### src/rtl/mem_arbiter_pkg.sv
// Shared memory-system constants: RAM geometry defaults
// and the port-select encoding used by the arbiter.
package mem_arbiter_pkg;

    localparam int RAM_WIDTH_DEF     = 16;
    localparam int RAM_ADDR_BITS_DEF = 12;

    localparam logic PORT_A = 1'b0;
    localparam logic PORT_B = 1'b1;

endpackage

### src/rtl/mem_arbiter.sv
// Two-port round-robin arbiter in front of a single-port
// synchronous RAM; one access per cycle, read latency 1.
module mem_arbiter
    import mem_arbiter_pkg::*;
#(
    parameter int RAM_WIDTH     = RAM_WIDTH_DEF,
    parameter int RAM_ADDR_BITS = RAM_ADDR_BITS_DEF
) (
    input  logic                     clk,
    input  logic                     reset,

    input  logic                     a_req,
    input  logic                     a_we,
    input  logic [RAM_ADDR_BITS-1:0] a_addr,
    input  logic [RAM_WIDTH-1:0]     a_wdata,
    output logic                     a_gnt,
    output logic                     a_rvalid,
    output logic [RAM_WIDTH-1:0]     a_rdata,

    input  logic                     b_req,
    input  logic                     b_we,
    input  logic [RAM_ADDR_BITS-1:0] b_addr,
    input  logic [RAM_WIDTH-1:0]     b_wdata,
    output logic                     b_gnt,
    output logic                     b_rvalid,
    output logic [RAM_WIDTH-1:0]     b_rdata,

    output logic                     ram_en,
    output logic                     ram_wr_en,
    output logic [RAM_ADDR_BITS-1:0] ram_addr,
    output logic [RAM_WIDTH-1:0]     ram_data_in,
    input  logic [RAM_WIDTH-1:0]     ram_data_out
);

    logic r_lg;
    logic r_rd_pend;
    logic r_owner;

    logic w_gnt_a;
    logic w_gnt_b;
    logic w_gnt;
    logic w_gnt_port;
    logic w_gnt_we;

    // Grant decision: single requester wins, ties go to the
    // port that did not win last; nothing granted in reset.
    always_comb begin
        w_gnt_a = 1'b0;
        w_gnt_b = 1'b0;
        if (!reset) begin
            if (a_req && b_req) begin
                w_gnt_a = (r_lg == PORT_B);
                w_gnt_b = (r_lg == PORT_A);
            end else begin
                w_gnt_a = a_req;
                w_gnt_b = b_req;
            end
        end
    end

    assign w_gnt      = w_gnt_a | w_gnt_b;
    assign w_gnt_port = w_gnt_b ? PORT_B : PORT_A;
    assign w_gnt_we   = w_gnt_b ? b_we : a_we;

    assign a_gnt = w_gnt_a;
    assign b_gnt = w_gnt_b;

    // RAM command mux; address and data are zeroed when idle.
    always_comb begin
        ram_en      = w_gnt;
        ram_wr_en   = w_gnt & w_gnt_we;
        ram_addr    = '0;
        ram_data_in = '0;
        if (w_gnt_a) begin
            ram_addr    = a_addr;
            ram_data_in = a_wdata;
        end else if (w_gnt_b) begin
            ram_addr    = b_addr;
            ram_data_in = b_wdata;
        end
    end

    // Last-grant register; held when nobody is granted.
    always_ff @(posedge clk or posedge reset) begin
        if (reset) begin
            r_lg <= PORT_B;
        end else if (w_gnt) begin
            r_lg <= w_gnt_port;
        end
    end

    // Read tracking: remember which port owns the data the
    // RAM returns next cycle. Writes never set the pending flag.
    always_ff @(posedge clk or posedge reset) begin
        if (reset) begin
            r_rd_pend <= 1'b0;
            r_owner   <= PORT_A;
        end else begin
            r_rd_pend <= w_gnt & ~w_gnt_we;
            if (w_gnt && !w_gnt_we) begin
                r_owner <= w_gnt_port;
            end
        end
    end

    assign a_rvalid = r_rd_pend & (r_owner == PORT_A);
    assign b_rvalid = r_rd_pend & (r_owner == PORT_B);

    assign a_rdata = a_rvalid ? ram_data_out : '0;
    assign b_rdata = b_rvalid ? ram_data_out : '0;

endmodule

### config.mk
export PLATFORM = sky130hd
export DESIGN_NAME = mem_arbiter
export DESIGN_NICKNAME = d
export VERILOG_FILES = /design/src/rtl/mem_arbiter_pkg.sv /design/src/rtl/mem_arbiter.sv
export SDC_FILE = /design/constraint.sdc
export NUM_CORES = 1
export LEC_CHECK = 0
export BUFFER_PORTS_ARGS = -buffer_cell sky130_fd_sc_hd__buf_2
export CAP_MARGIN = 15
export CORE_ASPECT_RATIO = 0.9
export CORE_UTILIZATION = 25
export CTS_CLUSTER_SIZE = 24
export DETAILED_ROUTE_END_ITERATION = 7
export HOLD_SLACK_MARGIN = 0.06
export MAX_ROUTING_LAYER = met4
export PLACE_DENSITY_LB_ADDON = 0.2
export SYNTH_ARGS = -nofsm -noshare
export SYNTH_HDL_FRONTEND = slang
export SYNTH_SLANG_ARGS = --single-unit
### constraint.sdc
create_clock -name clk -period 1.8 [get_ports clk]
set_input_delay 0.45 -clock clk [delete_from_list [all_inputs] [get_ports clk]]
set_output_delay 0.45 -clock clk [all_outputs]
set_load 0.03 [all_outputs]
==> results of run 1 <==
-- worst max-delay path: stages (launching register included) --
cell	delay, ns
dfstp_2	0.54
and2b_1	0.22
nor3_4	0.16
buf_12	0.20
a22o_1	0.17
buf_6	0.14
-- registers in the layout, indices dropped and copies added (netlist names) --
name / count
r_owner: 1
r_lg: 1
r_rd_pend: 1
-- per-layer routing --
metal  track usage  vias up  routed length, µm
met4        0.0595        0                 32
met3        0.0395        5                309
met5             -        -                  0
li1              -      654                  -
met2         0.404       81               1870
met1         0.209      540               1350
-- synth_stat cells, drive strengths merged --
cell type,n,area share
a21oi,1,0.0071
a22o,28,0.35
a31o,1,0.012
and2,17,0.15
and2b,1,0.011
and3,17,0.15
buf,7,0.080
clkbuf,2,0.011
dfrtp,2,0.071
dfstp,1,0.037
inv,5,0.027
nand2,3,0.016
nand3,1,0.014
nand4,1,0.0089
nor2b,1,0.012
nor3,1,0.014
o21ai,1,0.0071
o21bai,1,0.011
o41ai,1,0.012
-- cells by family (layout without fill, tap and decap cells) --
kind of cell / after synthesis / count (layout) / synth area share
buf+inv: 14 / 165 / 0.117
compound gates: 33 / 33 / 0.397
flops: 3 / 3 / 0.108
simple gates: 42 / 43 / 0.378
-- through the flow --
| step | hold slack, ns | setup WS [ns] | cell area, µm² | setup TNS, ns |
|---|---|---|---|---|
| after floorplan | 0.205 | -0.0307 | 733 | -0.276 |
| after global placement | 0.467 | -0.125 | 1530 | -2.60 |
| after detailed placement | 0.466 | -0.118 | 1530 | -2.71 |
| after CTS | 0.230 | -0.317 | 1770 | -8.47 |
| after global routing | 0.270 | -0.392 | 1820 | -10.83 |
| final | 0.261 | -0.321 | 1820 | -8.71 |
-- final cells by class --
class / count / area [µm²] / share of cell area
clock buffer: 4 / 26.3 / 0.0144
inverter: 5 / 21.3 / 0.0117
multi-input combinational: 76 / 618 / 0.340
sequential: 3 / 76.3 / 0.0419
tap: 28 / 35.0 / 0.0192
timing repair buffer: 156 / 1040 / 0.573
-- report_power, final --
part           total (mW)  internal, mW  leakage [nW]  switching, mW
combinational       0.641         0.290          1.09          0.351
clock               0.120        0.0832        0.0150         0.0372
sequential         0.0909        0.0793        0.0351         0.0116
-- worst max-delay path by stage --
stage	endpoint	cells past startpoint
after floorplan	ram_addr[0]	4
after global placement	ram_data_in[1]	5
after global routing	ram_data_in[1]	5
after detailed placement	ram_data_in[0]	6
final	ram_data_in[1]	5
after CTS	ram_data_in[0]	5
-- timing repair --
action,in CTS,in global routing
endpoints found under the setup margin,46,38
pin swaps,1,1
gates cloned,0,2
gates resized for setup,63,4
setup buffers,1,0
==> impl_metrics.tcl, run 1 <==
set metrics [dict create \
    yosysUniqueCellTypes 22 \
    critical_path_class "flip-flop to output pin" \
    critical_path.startpoint "r_lg$_DFFE_PP1P_" \
    setup_ws_ns -0.321 \
    synth-seq-cells 3 \
    power_density_mw_per_mm2 468 \
    drtIter0Drc 67 \
    synthCells 92 \
    hold_class "primary input to asynchronous set/reset pin" \
    peakVddDrop_uv 274 \
    synth_nets 170 \
    antenna_cells 0 \
    startpoint_type "flip-flop" \
    die_h_um 52.4 \
    arrival_ns 1.67 \
    antenna_found_initial 0 \
    final_cells 272 \
    violations "DRC, setup timing" \
    tightest_slew_ns 0.281 \
    vias_per_cell 4.71 \
    overflow 0 \
    clockBufferDepth 2 \
    layout_commonest_cell "buf_2" \
    coreArea_mm2 0.00255 \
    hold_violations 0 \
    setup-violations-final 31 \
    die_w_um 58.0 \
    rows 17 \
    p_leak_nw 1.14 \
    rsz0062_at_grt "yes" \
    finalCritPeriodShare 1.18 \
    clk_pin_slew_ns 0.04 \
    wl_um 3560 \
    start_util 0.276 \
    first_pass_iters 6 \
    wire_per_inst_um 13.1 \
    max_freq_mhz 471 \
    fin_nets 323 \
    rr_endpoint "r_rd_pend$_DFF_PP0_" \
    final_core_util 0.713 \
    clk_latency_ns 0.24 \
    grt_pass1_vias 1100 \
    slew_headroom 0.810 \
    reg2regPathDepth 5 \
    grt_max_degree 30 \
    r2r_start "r_lg$_DFFE_PP1P_" \
    via_count 1280 \
    drc 9 \
    dp_hpwl_um 2580 \
    fp.dieArea_mm2 0.00304 \
    cts_sinks 3 \
    h-tree-depth 1 \
    ant_nets 0 \
    grt_pass1_wl_um 4670 \
    n_fill_cell 209 \
    path_max_fanout 29 \
    synth.cell_area_um2 706 \
    numCtsBuffers 3 \
    cts_root_buffer "clkbuf_4" \
    r2r_setup_slack_ns 0.42 \
    place_congestion 0.811 \
    placedCellCount 265 \
    syn_to_final_growth_pct 158 \
    avgSynthCellArea_um2 7.67 \
    mostFrequentLayoutCells "113 x buf_2, 28 x buf_6, 19 x a22o_2" \
    maxCapViolCount 0 \
    drive_above_1_share 0.770 \
    min_period_ns 2.12 \
    cp.required_ns 1.35 \
    run_status "finished with violations" \
    ios 144 \
    hold_buffers 0 \
    clock_skew_ns 0.00495 \
    yosysSeqAreaShare 0.108 \
    yosys_warnings 0 \
    final-max-slew-violation-count 0 \
    grtUsageTotal 0.207 \
    io_buffers 143 \
    power_uw 852 \
    setup.worst_path.end_class "output pin" \
    cts_tree "built" \
]
Power figures use the tool's default switching activity.
==> run 2, diff against run 1 <==
--- a/config.mk
+++ b/config.mk
@@ -9,4 +9,5 @@
 export CAP_MARGIN = 15
 export CORE_ASPECT_RATIO = 0.9
+export CORE_MARGIN = 1
 export CORE_UTILIZATION = 25
 export CTS_CLUSTER_SIZE = 24
==> constraint.sdc (replaced) <==
create_clock -name clk -period 1.8 [get_ports clk]
set_input_delay 0.18 -clock clk [delete_from_list [all_inputs] [get_ports clk]]
set_output_delay 0.18 -clock clk [all_outputs]
set_load 0.03 [all_outputs]
==> run 2 against run 1 <==
  * The flow still finishes with violations (DRC, setup timing)
  * Setup slack better by 0.29 ns
  * Cell count decreased by 3.7%
  * Sequential share of layout area is 0.46 points higher
  * Highest routed layer unchanged
==> impl_metrics.tcl, run 2 (synthesis gave the netlist of run 1 again) <==
set metrics [dict create \
    run_status "finished with violations" \
    violations "DRC, setup timing" \
    arrival_ns 1.65 \
    ios 144 \
    dp_hpwl_um 2400 \
    grt_pass1_vias 1091 \
    first_pass_iters 6 \
    finalCritPeriodShare 1.02 \
    grt_max_degree 30 \
    vias_per_cell 4.78 \
    die_w_um 58.0 \
    overflow 0 \
    slew_headroom 0.682 \
    wl_um 3110 \
    ant_nets 0 \
    power_density_mw_per_mm2 480 \
    via_count 1253 \
    top_regs "r_lg (1), r_owner (1), r_rd_pend (1)" \
    start_util 0.276 \
    antenna_cells 0 \
    clk_latency_ns 0.24 \
    die_h_um 52.4 \
    antenna_found_initial 0 \
    fin_tns_setup_ns -0.134 \
    drtIter0Drc 58 \
    wire_per_inst_um 11.9 \
    clk_pin_slew_ns 0.04 \
    hold_class "primary input to flip-flop" \
    setup-violations-final 16 \
    numCtsBuffers 3 \
    p_leak_nw 1.06 \
    hold_violations 0 \
    clock_skew_ns 0.00399 \
    place_congestion 0.791 \
    tightest_slew_ns 0.475 \
    rsz0062_at_grt "yes" \
    path_max_fanout 29 \
    fin_nets 313 \
    cts_tree "built" \
    setup.worst_path.end_class "output pin" \
    maxCapViolCount 0 \
    mostFrequentLayoutCells "115 x buf_2, 28 x a22o_1, 28 x buf_6" \
    startpoint_type "flip-flop" \
    power_uw 786 \
    peakVddDrop_uv 335 \
    cp.required_ns 1.62 \
    drive_above_1_share 0.667 \
    fp.dieArea_mm2 0.00304 \
    r2r_setup_slack_ns 0.54 \
    coreArea_mm2 0.00255 \
    syn_to_final_growth_pct 132 \
    cts_setup_buffers 0 \
    min_period_ns 1.83 \
    rows 17 \
    drc 8 \
    h-tree-depth 1 \
    grt_pass1_wl_um 4530 \
    setup_ws_ns -0.0312 \
    layout_commonest_cell "buf_2" \
    io_buffers 143 \
    clockBufferDepth 2 \
    final-max-slew-violation-count 0 \
    grtUsageTotal 0.195 \
    max_freq_mhz 546 \
    cts_root_buffer "clkbuf_4" \
    cts_sinks 3 \
    critical_path_class "flip-flop to output pin" \
]
[run 2: changes by cell type in the layout (fill, tap and decap cells not counted), moves of 2 or more]
cell	before	now
a22o_1	9	28
a22o_2	19	0
buf_2	113	115
buf_4	11	2
[run 2: where the power goes]
part	total, mW	leakage (nW)	internal (mW)	switching, mW
clock network	0.121	0.0150	0.0833	0.0378
logic	0.581	1.01	0.249	0.332
registers	0.0845	0.0351	0.0792	0.00536
total	0.786	1.06	0.411	0.375
[run 2: cell type report]
class | instances | area, µm²
timing repair buffer | 147 | 936
fill | 236 | 913
multi-input combinational | 75 | 547
sequential | 3 | 76.3
tap | 28 | 35.0
clock buffer | 4 | 26.3
inverter | 5 | 18.8
[run 2: stage by stage]
stage	std cells	area [µm²]	worst slack, ns	util	hold slack, ns
floorplan	92	706	0.172	-	-0.0652
global placement	257	1430	0.195	0.559	0.100
finish	262	1640	-0.0312	0.642	0.173
detailed placement	257	1430	0.172	0.559	0.101
global route	262	1640	-0.117	0.642	0.175
CTS	262	1640	-0.0473	0.641	0.148
[run 2: path summary, 6_finish.rpt]
path                                   from                   to  cells past startpoint
max                        r_lg$_DFFE_PP1P_      ram_data_in[14]                      5
max in group asynchronous             reset     r_lg$_DFFE_PP1P_                      3
min reg2reg                r_lg$_DFFE_PP1P_     r_lg$_DFFE_PP1P_                      2
min                                    b_we  r_owner$_DFFE_PP0P_                      2
min in group asynchronous             reset  r_owner$_DFFE_PP0P_                      3
max reg2reg                r_lg$_DFFE_PP1P_  r_owner$_DFFE_PP0P_                      3
[run 2: routing by layer]
layer / track usage / routed length (µm) / vias up / part of all wire
met3: 0.0296 / 280 / 2 / 0.090
li1: - / - / 637 / -
met1: 0.224 / 1180 / 542 / 0.38
met5: - / 0 / - / 0
met2: 0.352 / 1630 / 72 / 0.52
met4: 0.0595 / 27 / 0 / 0.0087
[run 2: what timing repair did]
item                                   CTS  global route
endpoints found under the hold margin    3             0
pin swaps                                5             0
hold buffers                             1             0
gates resized for setup                 55             1
setup endpoints to repair               28            29
[run 2: worst max-delay path, stage by stage (launching register included)]
cell	delay, ns
dfstp_2	0.53
and2b_1	0.19
nor3_2	0.17
buf_12	0.20
a22o_1	0.18
buf_6	0.14
==> run 3, diff against run 2 <==
- ABC_AREA: not set -> 1
- CORE_UTILIZATION: 25 -> 26
- clock period: 1.8 -> 2 ns (I/O delays scaled with it)
==> run 3 against run 2 <==
  * The run now ends clean
  * Highest routed layer is now met3
  * Worst hold slack better by 0.075 ns
  * Critical endpoint is now ram_data_in[1]
  * Critical path type unchanged
  * Setup slack better by 0.26 ns
  * Register-to-register slack better by 0.42 ns
  * Non-clock buffer count down 2
==> impl_metrics.tcl, run 3 <==
set metrics [dict create \
    cp_num_buf_inv 2 \
    clockBufferDepth 2 \
    die_w_um 59.7 \
    grtUsageTotal 0.167 \
    swShare 0.537 \
    fin_tns_setup_ns 0 \
    cts_tree "built" \
    yosys_warnings 0 \
    start_util 0.279 \
    wire_per_inst_um 8.81 \
    fin_nets 387 \
    setup.worst_path.end_class "output pin" \
    finalCritPeriodShare 0.885 \
    drc 0 \
    cts_resized 0 \
    power_uw 622 \
    clk_latency_ns 0.23 \
    p_leak_nw 1.18 \
    peakVddDrop_uv 269 \
    die_h_um 53.9 \
    crit_family "buffers and inverters" \
    overflow 0 \
    drive_above_1_share 0.532 \
    ant_nets 0 \
    wl_um 3070 \
    power_switching_uw 334 \
    hold_violations 0 \
    final_cells 348 \
    io_buffers 143 \
    rsz0062_at_grt "no" \
    clk_pin_slew_ns 0.04 \
    rows 18 \
    power.clock.fraction 0.169 \
    run_status "completed" \
    yosysMostFrequentCell "nand2_1" \
    antenna_found_initial 0 \
    max_freq_mhz 565 \
    setup-violations-final 0 \
    cp.required_ns 1.80 \
    netlist.area_leader.share 0.390 \
    coreArea_mm2 0.00279 \
    cts_sinks 3 \
    synth.cell_area_um2 779 \
    yosys-top-cells-count "81 x nand2_1, 33 x nor2_1, 22 x inv_1, 11 x nand2_2, 4 x buf_2" \
    yosysTopAreaCell "nand2_1" \
    numCtsBuffers 3 \
    startpoint_type "flip-flop" \
    ios 144 \
    synth-seq-cells 3 \
    synthCells 167 \
    internal_power_uw 288 \
    hold_class "primary input to flip-flop" \
    yosysUniqueCellTypes 18 \
    maxCapViolCount 0 \
    top_regs "r_lg (1), r_owner (1), r_rd_pend (1)" \
    fp.dieArea_mm2 0.00322 \
    yosysSeqAreaShare 0.0979 \
    post-place-ws_ns 0.446 \
    combPwrFrac 0.709 \
    synth_edf_count 0 \
    vias_per_cell 3.98 \
    clock_skew_ns 0.000642 \
    grt_pass1_wl_um 4040 \
    placedCellCount 343 \
    first_pass_iters 4 \
    cts_root_buffer "clkbuf_4" \
    crit_slowest_cell "inv_2" \
    mostFrequentLayoutCells "143 x buf_2, 81 x nand2_1, 33 x nor2_1" \
    power_density_mw_per_mm2 409 \
    syn_to_final_growth_pct 94.9 \
    arrival_ns 1.57 \
    path_max_fanout 29 \
    antenna_cells 0 \
    final-max-slew-violation-count 0 \
    dp_hpwl_um 2510 \
    place_congestion 0.777 \
    grt_pass1_vias 991 \
    h-tree-depth 1 \
    place_area_mm2 0.00148 \
    max_stage_delay_ns 0.41 \
    min_period_ns 1.77 \
    synth_ff_type "dfrtp_1" \
    p_seq_frac 0.122 \
    path_common_cell "nand2_1" \
    slew_headroom 0.645 \
    yosys-top-cells-area "nand2_1 39%, nor2_1 16%, inv_1 11%" \
    ys_async_sr_fraction 1.00 \
    avgSynthCellArea_um2 4.67 \
    synth_nets 245 \
    layout_commonest_cell "buf_2" \
    grt_max_degree 30 \
    drtIter0Drc 49 \
    critical_path_class "flip-flop to output pin" \
    via_count 1386 \
    fin_area_mm2 0.00152 \
    setup_ws_ns 0.230 \
    tightest_slew_ns 0.531 \
    cp_cell_sequence "nand2_1 -> nand3_2 -> inv_2 -> nand2_1 -> nand2_1 -> buf_2" \
]
[run 3: cell count changes after synthesis, moves of 2 or more]
cell	change
inv_1	+19
a22o_1	-28
clkbuf_1	-2
and2_1	-17
nand2_2	+11
and3_1	-17
nand2_1	+78
nor2_1	+33
[run 3: worst paths after layout]
| check | from | slack [ns] | end | cells after the start |
|---|---|---|---|---|
| worst max-delay path | r_lg$_DFFE_PP1P_ | 0.23 | ram_data_in[1] | 6 |
| worst min-delay path | b_we | 0.25 | r_owner$_DFFE_PP0P_ | 3 |
| worst max register to register | r_lg$_DFFE_PP1P_ | 0.96 | r_owner$_DFFE_PP0P_ | 5 |
| worst min register to register | r_owner$_DFFE_PP0P_ | 0.51 | r_owner$_DFFE_PP0P_ | 2 |
| max in group asynchronous | reset | 1.35 | r_lg$_DFFE_PP1P_ | 3 |
| min in group asynchronous | reset | 0.44 | r_rd_pend$_DFF_PP0_ | 3 |
[run 3: area by class of cell]
type | instances | area [µm²]
tap | 40 | 50.0
fill | 325 | 1270
sequential | 3 | 76.3
multi-input combinational | 132 | 543
clock buffer | 4 | 26.3
timing repair buffer | 145 | 733
inverter | 24 | 90.1
[run 3: metal layers]
layer | GRT usage | part of all wire | vias up
met3 | 0.0216 | 0.090 | 0
met4 | 0.0581 | 0 | 0
met1 | 0.178 | 0.40 | 556
li1 | - | - | 759
met2 | 0.317 | 0.51 | 71
met5 | - | 0 | -
[run 3: worst register-to-register path, cell delays in order (launching register included)]
cell,delay (ns)
dfstp_2,0.52
nand2_1,0.07
nand4_1,0.10
nand3_1,0.11
nand2_1,0.07
nand2_1,0.04
[run 3: logic make-up (layout without fill, tap and decap cells)]
group / count (synthesis) / after routing / synth area share
AND/OR/NAND/NOR: 129 / 129 / 0.673
buffers and inverters: 32 / 173 / 0.205
AO/OA/AOI/OAI: 3 / 3 / 0.0241
flip-flops: 3 / 3 / 0.0979
[run 3: metrics by stage]
step | util | hold WS, ns
global placement | 0.531 | 0.0845
global route | 0.544 | 0.257
floorplan | - | -0.0365
finish | 0.544 | 0.248
CTS | 0.544 | 0.231
detailed placement | 0.531 | 0.0868
[run 3: what timing repair did]
action,in CTS,in global routing
buffers inserted,0,0
hold buffers,1,0
hold endpoints to repair,3,0
[run 3: power by group through the flow]
stage | logic, mW | registers (mW) | clock network (mW)
finish | 0.441 | 0.0757 | 0.105
global route | 0.478 | 0.0764 | 0.113
global placement | 0.440 | 0.0764 | 0
detailed placement | 0.441 | 0.0764 | 0
floorplan | 0.291 | 0.0749 | 0
CTS | 0.444 | 0.0757 | 0.111
